## src/rtl/pwmdemod.sv

```systemverilog
// Carrier demodulator: measures the spacing of rising edges on din and raises
// dout while a carrier of the expected period (within tolerance) is present.
//
// state   | meaning
// IDLE    | no carrier; next rising edge is only a timing reference
// ACQUIRE | counting consecutive in-window periods toward MIN_PULSES
// LOCKED  | carrier present, dout = 1
module pwmdemod #(
    parameter int DIVIDER_FREQ = 10,
    parameter int TOLERANCE    = 2,
    parameter int MIN_PULSES   = 3,
    parameter int TIMEOUT      = 25
) (
    input  logic        clk,
    input  logic        rst,
    input  logic        din,
    output logic        dout,
    output logic [15:0] period
);

    // Lower window bound clamped at zero so a large tolerance never wraps.
    localparam int LO_INT = (DIVIDER_FREQ > TOLERANCE) ? (DIVIDER_FREQ - TOLERANCE) : 0;
    localparam int HI_INT = DIVIDER_FREQ + TOLERANCE;
    localparam logic [15:0] LO_B  = 16'(LO_INT);
    localparam logic [15:0] HI_B  = 16'(HI_INT);
    localparam logic [15:0] TMO_B = 16'(TIMEOUT);
    localparam int GW = $clog2(MIN_PULSES + 1);
    localparam logic [GW-1:0] GOOD_MAX = GW'(MIN_PULSES);

    typedef enum logic [1:0] {
        IDLE    = 2'd0,
        ACQUIRE = 2'd1,
        LOCKED  = 2'd2
    } state_t;

    state_t        state;
    logic          din_m;
    logic          din_s;
    logic          din_d;
    logic [15:0]   cnt;
    logic [GW-1:0] good;
    logic [GW-1:0] good_inc;
    logic          rise;
    logic          valid;
    logic          at_tmo;

    assign rise     = din_s & ~din_d;
    assign valid    = (cnt >= LO_B) && (cnt <= HI_B);
    assign at_tmo   = (cnt == TMO_B);
    assign good_inc = good + 1'b1;

    always_ff @(posedge clk) begin
        if (rst) begin
            din_m  <= 1'b0;
            din_s  <= 1'b0;
            din_d  <= 1'b0;
            cnt    <= TMO_B;
            period <= '0;
            good   <= '0;
            state  <= IDLE;
            dout   <= 1'b0;
        end else begin
            din_m <= din;
            din_s <= din_m;
            din_d <= din_s;

            // Saturating at TIMEOUT keeps the first edge after silence invalid.
            if (rise) begin
                period <= cnt;
                cnt    <= 16'd1;
            end else if (!at_tmo) begin
                cnt <= cnt + 16'd1;
            end

            case (state)
                IDLE: begin
                    dout <= 1'b0;
                    if (rise) begin
                        state <= ACQUIRE;
                        good  <= '0;
                    end
                end
                ACQUIRE: begin
                    if (rise) begin
                        if (valid) begin
                            good <= good_inc;
                            if (good_inc == GOOD_MAX) begin
                                state <= LOCKED;
                                dout  <= 1'b1;
                            end
                        end else begin
                            good <= '0;
                        end
                    end else if (at_tmo) begin
                        state <= IDLE;
                        good  <= '0;
                        dout  <= 1'b0;
                    end
                end
                LOCKED: begin
                    if (rise) begin
                        if (!valid) begin
                            state <= ACQUIRE;
                            good  <= '0;
                            dout  <= 1'b0;
                        end
                    end else if (at_tmo) begin
                        state <= IDLE;
                        good  <= '0;
                        dout  <= 1'b0;
                    end
                end
                default: begin
                    state <= IDLE;
                    good  <= '0;
                    dout  <= 1'b0;
                end
            endcase
        end
    end

endmodule
```

## config.mk

```make
export PLATFORM = sky130hd
export DESIGN_NAME = pwmdemod
export DESIGN_NICKNAME = d
export VERILOG_FILES = /design/src/rtl/pwmdemod.sv
export SDC_FILE = /design/constraint.sdc
export NUM_CORES = 1
export LEC_CHECK = 0
export CAP_MARGIN = 30
export CORE_MARGIN = 2
export CORE_UTILIZATION = 28
export DETAILED_ROUTE_END_ITERATION = 10
export RECOVER_POWER = 100
export SLEW_MARGIN = 20
export SYNTH_ARGS = -nofsm -noshare
export SYNTH_HDL_FRONTEND = slang
export SYNTH_SLANG_ARGS = --single-unit
```

## constraint.sdc

```tcl
create_clock -name clk -period 2.2 [get_ports clk]
set_input_delay 0.55 -clock clk [delete_from_list [all_inputs] [get_ports clk]]
set_output_delay 0.55 -clock clk [all_outputs]
set_load 0.02 [all_outputs]
```

After elaboration in Yosys (flattened, before gate mapping) --
Index checks and enable logic that the tools add are counted.
Word-level totals: output and inout bits 17, bits of input ports 3, word-level logic and storage cells 54, flip-flop bits (word level) 40
Operators by class: bitwise logic cells 2, muxes and demuxes 24, reduce and logical (&&, ||, !) cells 6, equality and inequality tests 9, add/sub/neg operators 2, magnitude comparators 2
Operators with widths (number):
- $mux W2 | 13
- $add A16 B1 Y16 const B | 1
- $eq A16 B5 Y1 const B | 1
- $ge A16 B4 Y1 const B | 1
- $le A16 B4 Y1 const B | 1
- $pmux W2 S3 | 2
- $mux W5 | 2
- $ne A3 B3 Y1 const B | 3
- $mux W1 | 6
- $eq A2 B2 Y1 const B | 2
- $ne A2 B2 Y1 const B | 2
- $reduce_and A4 Y1 | 1
- $reduce_and A3 Y1 | 1
- $add A2 B1 Y2 const B | 1
- $eq A2 B1 Y1 const B | 1
- $logic_not A2 Y1 | 1
- $pmux W1 S2 | 1
- $reduce_and A2 Y1 | 1
- $reduce_or A2 Y1 | 1
- $and A1 B1 Y1 | 1
- $logic_and A1 B1 Y1 | 1
- $not A1 Y1 | 1

Longest topological paths before layout --
depth in word-level cells 6, gate-level depth with buffers 7, gate-level depth less buffers 7

Least setup slack after synthesis --
Ideal clock, no wire load.
path kind register to register, from reg cnt[11], to reg state[1], period minus slack after synthesis 1888 ps, library setup time 119 ps, buffers on the path 0, required time 2081 ps, stages on the path, launching flop included 6, arrival 1769 ps, setup slack 312 ps, cells stage by stage dfxtp_1 or4_4 or3_4 o31ai_4 nor2_1 o221a_1
Between the ends: word-level cells in the longest chain between the ends 4, elaborated cells on any way between the ends 11, classes of those cells order compare: 2; eq/ne: 3; mux: 4; reduce/logical: 2
RTL lines:
- start: declaration | RTL line 40 | logic [15:0] cnt;
- start signal: assignment | RTL line 72 | cnt <= cnt + 16'd1;
- $ge A16 B4 Y1, or another cell as far along | RTL line 48 | assign valid = (cnt >= LO_B) && (cnt <= HI_B);
- $logic_and A1 B1 Y1 or $mux W2 (tied branches)
- $ne A3 B3 Y1 (no line), or another cell as far along
- $reduce_and A4 Y1 (no line) or $pmux W2 S3 (tied branches)
- end signal: assignment | RTL line 60 | state <= IDLE;
- end signal: assignment | RTL line 79 | state <= ACQUIRE;
- end signal: assignment | RTL line 88 | state <= LOCKED;
- end: declaration | RTL line 36 | state_t state;
Several ways; a longest one is shown, not always the timed one. A chain may end at the register's enable or synchronous reset.

Worst setup path in the final report --
from reg cnt[11], to reg dout
Between the ends: word-level cells in the longest chain between the ends 4, elaborated cells on any way between the ends 11, classes of those cells order compare: 2; eq/ne: 3; mux: 4; reduce/logical: 2
RTL lines:
- $ge A16 B4 Y1, or another cell as far along | RTL line 48
- $logic_and A1 B1 Y1 or $mux W1 (tied branches)
- $ne A3 B3 Y1 (no line), or another cell as far along
- $reduce_and A3 Y1 (no line) or $pmux W1 S2 (tied branches)
- end signal: assignment | RTL line 61 | dout <= 1'b0;
- end signal: assignment | RTL line 77 | dout <= 1'b0;
- end signal: assignment | RTL line 89 | dout <= 1'b1;
- end: declaration | RTL line 17 | output logic dout,
Several ways; a longest one is shown, not always the timed one.

==> impl_metrics.yaml <==
cells_and_area:
  final_core_util_pct: 34.3
  diodes: 0
  area_growth_pct: 18.9
  layout_commonest_cell: "nand2_1"
  fin_nets: 252
  instances_no_fill: 316
  drive_gt1_share_pct: 6.69
  final_cell_mix: "nand2_1 (41), dfxtp_1 (40), a21oi_1 (25)"
  design_area_um2: 2180
sta:
  finClkSkew_ns: 0.00733
  layout_setup_ws_ns: 0.125
  finalSetupTns_ns: 0
  slew_violations: 0
  setup_viol: 0
  rsz0062_at_grt: "no"
  fmax_mhz: 482
  worst_pin_slew_ns: 0.547
  fin_crit_sh_pct: 94.3
  timing.slew.headroom_pct: 63.2
  min_period_ns: 2.08
  finalHoldViolCount: 0
yosys:
  synthesis.nets: 230
  synth_ff_type: "dfxtp_1"
  synth_seq_cells: 40
  yosysSeqAreaShare_pct: 43.7
  synth.distinct_cells: 35
  synth_area_per_cell_um2: 8.36
  async_flop_share_pct: 0
  synth_area_um2: 1830
  synth-edff-count: 0
  postSynthCellCount: 219
  synth_warnings: 0
power:
  vdd_ir_drop_max_mv: 0.306
  power_leakage_nw: 0.819
  power_density_nw_per_um2: 767
placement:
  dpl.cell_count: 311
  dp_hpwl_um: 2910
  gp_congestion: 0.831
  dpl-instance-area_um2: 2120
  dp_slack_ns: 0.185
  port_buffers: 19
clock_network:
  htree_levels: 2
  cts-root-buf: "clkbuf_8"
  cts_setup_buffers: 0
  cts_tree: "yes"
  cts_hold_buf: 0
  cts.sinks: 40
  cts_buffer_depth: 2
  clk_pin_slew_worst_paths_ns: 0.07
  numCtsBuffers: 5
  clk-insertion-delay-late_ns: 0.28
  cts_resized: 0
floorplan:
  io_pins: 20
  dieHeight_um: 84.9
  die_x_um: 84.9
  core-area_um2: 6350
  fp.dieArea_um2: 7200
  start_util_pct: 28.8
  rows: 29
routing:
  viasPerCell: 4.83
  drt.antenna.violating_nets: 0
  vias: 1526
  routedWlPerCell_um: 12.4
  drc_errors: 0
  routed_wl_um: 3930
  drt-initial-drc-count: 71
  dr.pass1.iters: 4
global_route:
  busiest_layer: "met2"
  grt_pass1_wl_um: 6710
  met1_usage_pct: 13.6
  grt_max_degree: 24
  grt_use_total_pct: 11.3
  met3_usage_pct: 2.53
  met2_usage_pct: 19.8
  grt.overflow.total: 0
  grt_pass1_vias: 1520
  antenna_found_initial: 0
run_status:
  status: "completed"
critical_path:
  worst-path-max-fanout: 6
  start_kind: "register"
  worst-setup-path-type: "reg -> reg"
  cp-end-kind: "register"
  crit_arrival_ns: 2.24
  required_ns: 2.37
hold_path:
  holdCritPathClass: "reg -> reg"
job:
  maxCapViolations: 0
routing by layer:
layer / up-vias / share of wire (%)
li1: 791 / -
met4: 0 / 2.1
met1: 699 / 46
met5: - / 0
met3: 9 / 3.4
met2: 27 / 48
path summary, 6_finish.rpt:
kind	startpoint	to	slack, ns	depth (start not counted)
max reg2reg	cnt[11]	dout	0.12	5
min reg2reg	din_m	din_s	0.44	1
max	cnt[11]	dout	0.12	5
min	din_m	din_s	0.44	1
registers in the layout, indices dropped and copies added (netlist names):
register,cells
good,2
din_d,1
dout,1
din_m,1
cnt,16
period,16
state,2
din_s,1
synthesized netlist by cell type, drive strengths merged, types with 3 or more instances:
| master | number | area [um2] |
|---|---|---|
| inv | 9 | 33.8 |
| clkbuf | 9 | 33.8 |
| xor2 | 5 | 43.8 |
| o21ai | 9 | 45.0 |
| or3 | 6 | 42.5 |
| nand3 | 7 | 35.0 |
| nor2 | 15 | 56.3 |
| nand2b | 3 | 18.8 |
| and3 | 4 | 25.0 |
| dfxtp | 40 | 801 |
| a31oi | 3 | 18.8 |
| nand2 | 41 | 154 |
| a21oi | 25 | 125 |
| nor3 | 4 | 25.0 |
| xnor2 | 7 | 61.3 |
| ha | 8 | 100 |
| nand4 | 3 | 18.8 |
| nor2b | 4 | 25.0 |
| or4 | 3 | 30.0 |
layout make-up:
type	count	area [um2]
tap	77	96.3
fill	682	4170
multi-input combinational	161	955
sequential	40	801
timing repair buffer	24	224
clock buffer	5	68.8
inverter	9	33.8
kinds of logic (layout without fill, tap and decap cells):
| group | Yosys count | count (layout) | share of synthesized area (%) |
|---|---|---|---|
| adders and majority gates | 8 | 8 | 5.46 |
| and+or+nand+nor | 96 | 96 | 26.4 |
| muxes | 1 | 1 | 0.546 |
| buffers and inverters | 18 | 38 | 3.69 |
| DFF | 40 | 40 | 43.7 |
| xor gates and xnor gates | 12 | 12 | 5.74 |
| AOI/OAI and AO/OA | 44 | 44 | 14.4 |
power by group:
group,leakage [nW],switching (W),internal [W]
Combinational,0.459,0.000253,0.000169
Sequential,0.324,0.0000565,0.000769
Clock,0.0359,0.000218,0.000204
critical path, cell delays in order, from the launching register on:
cell and delay [ns]:
dfxtp_1 0.35, or4_4 0.58, nor4_2 0.53, a2111oi_0 0.23
a31oi_1 0.19, o21ai_1 0.08
through the flow:
stage | hold slack, ns | power [W]
after global routing | 0.460 | 0.00177
after detailed placement | 0.423 | 0.00126
after CTS | 0.440 | 0.00170
final | 0.439 | 0.00167
after floorplan | 0.414 | 0.00115
after global placement | 0.429 | 0.00125
Power figures use the tool's default switching activity.
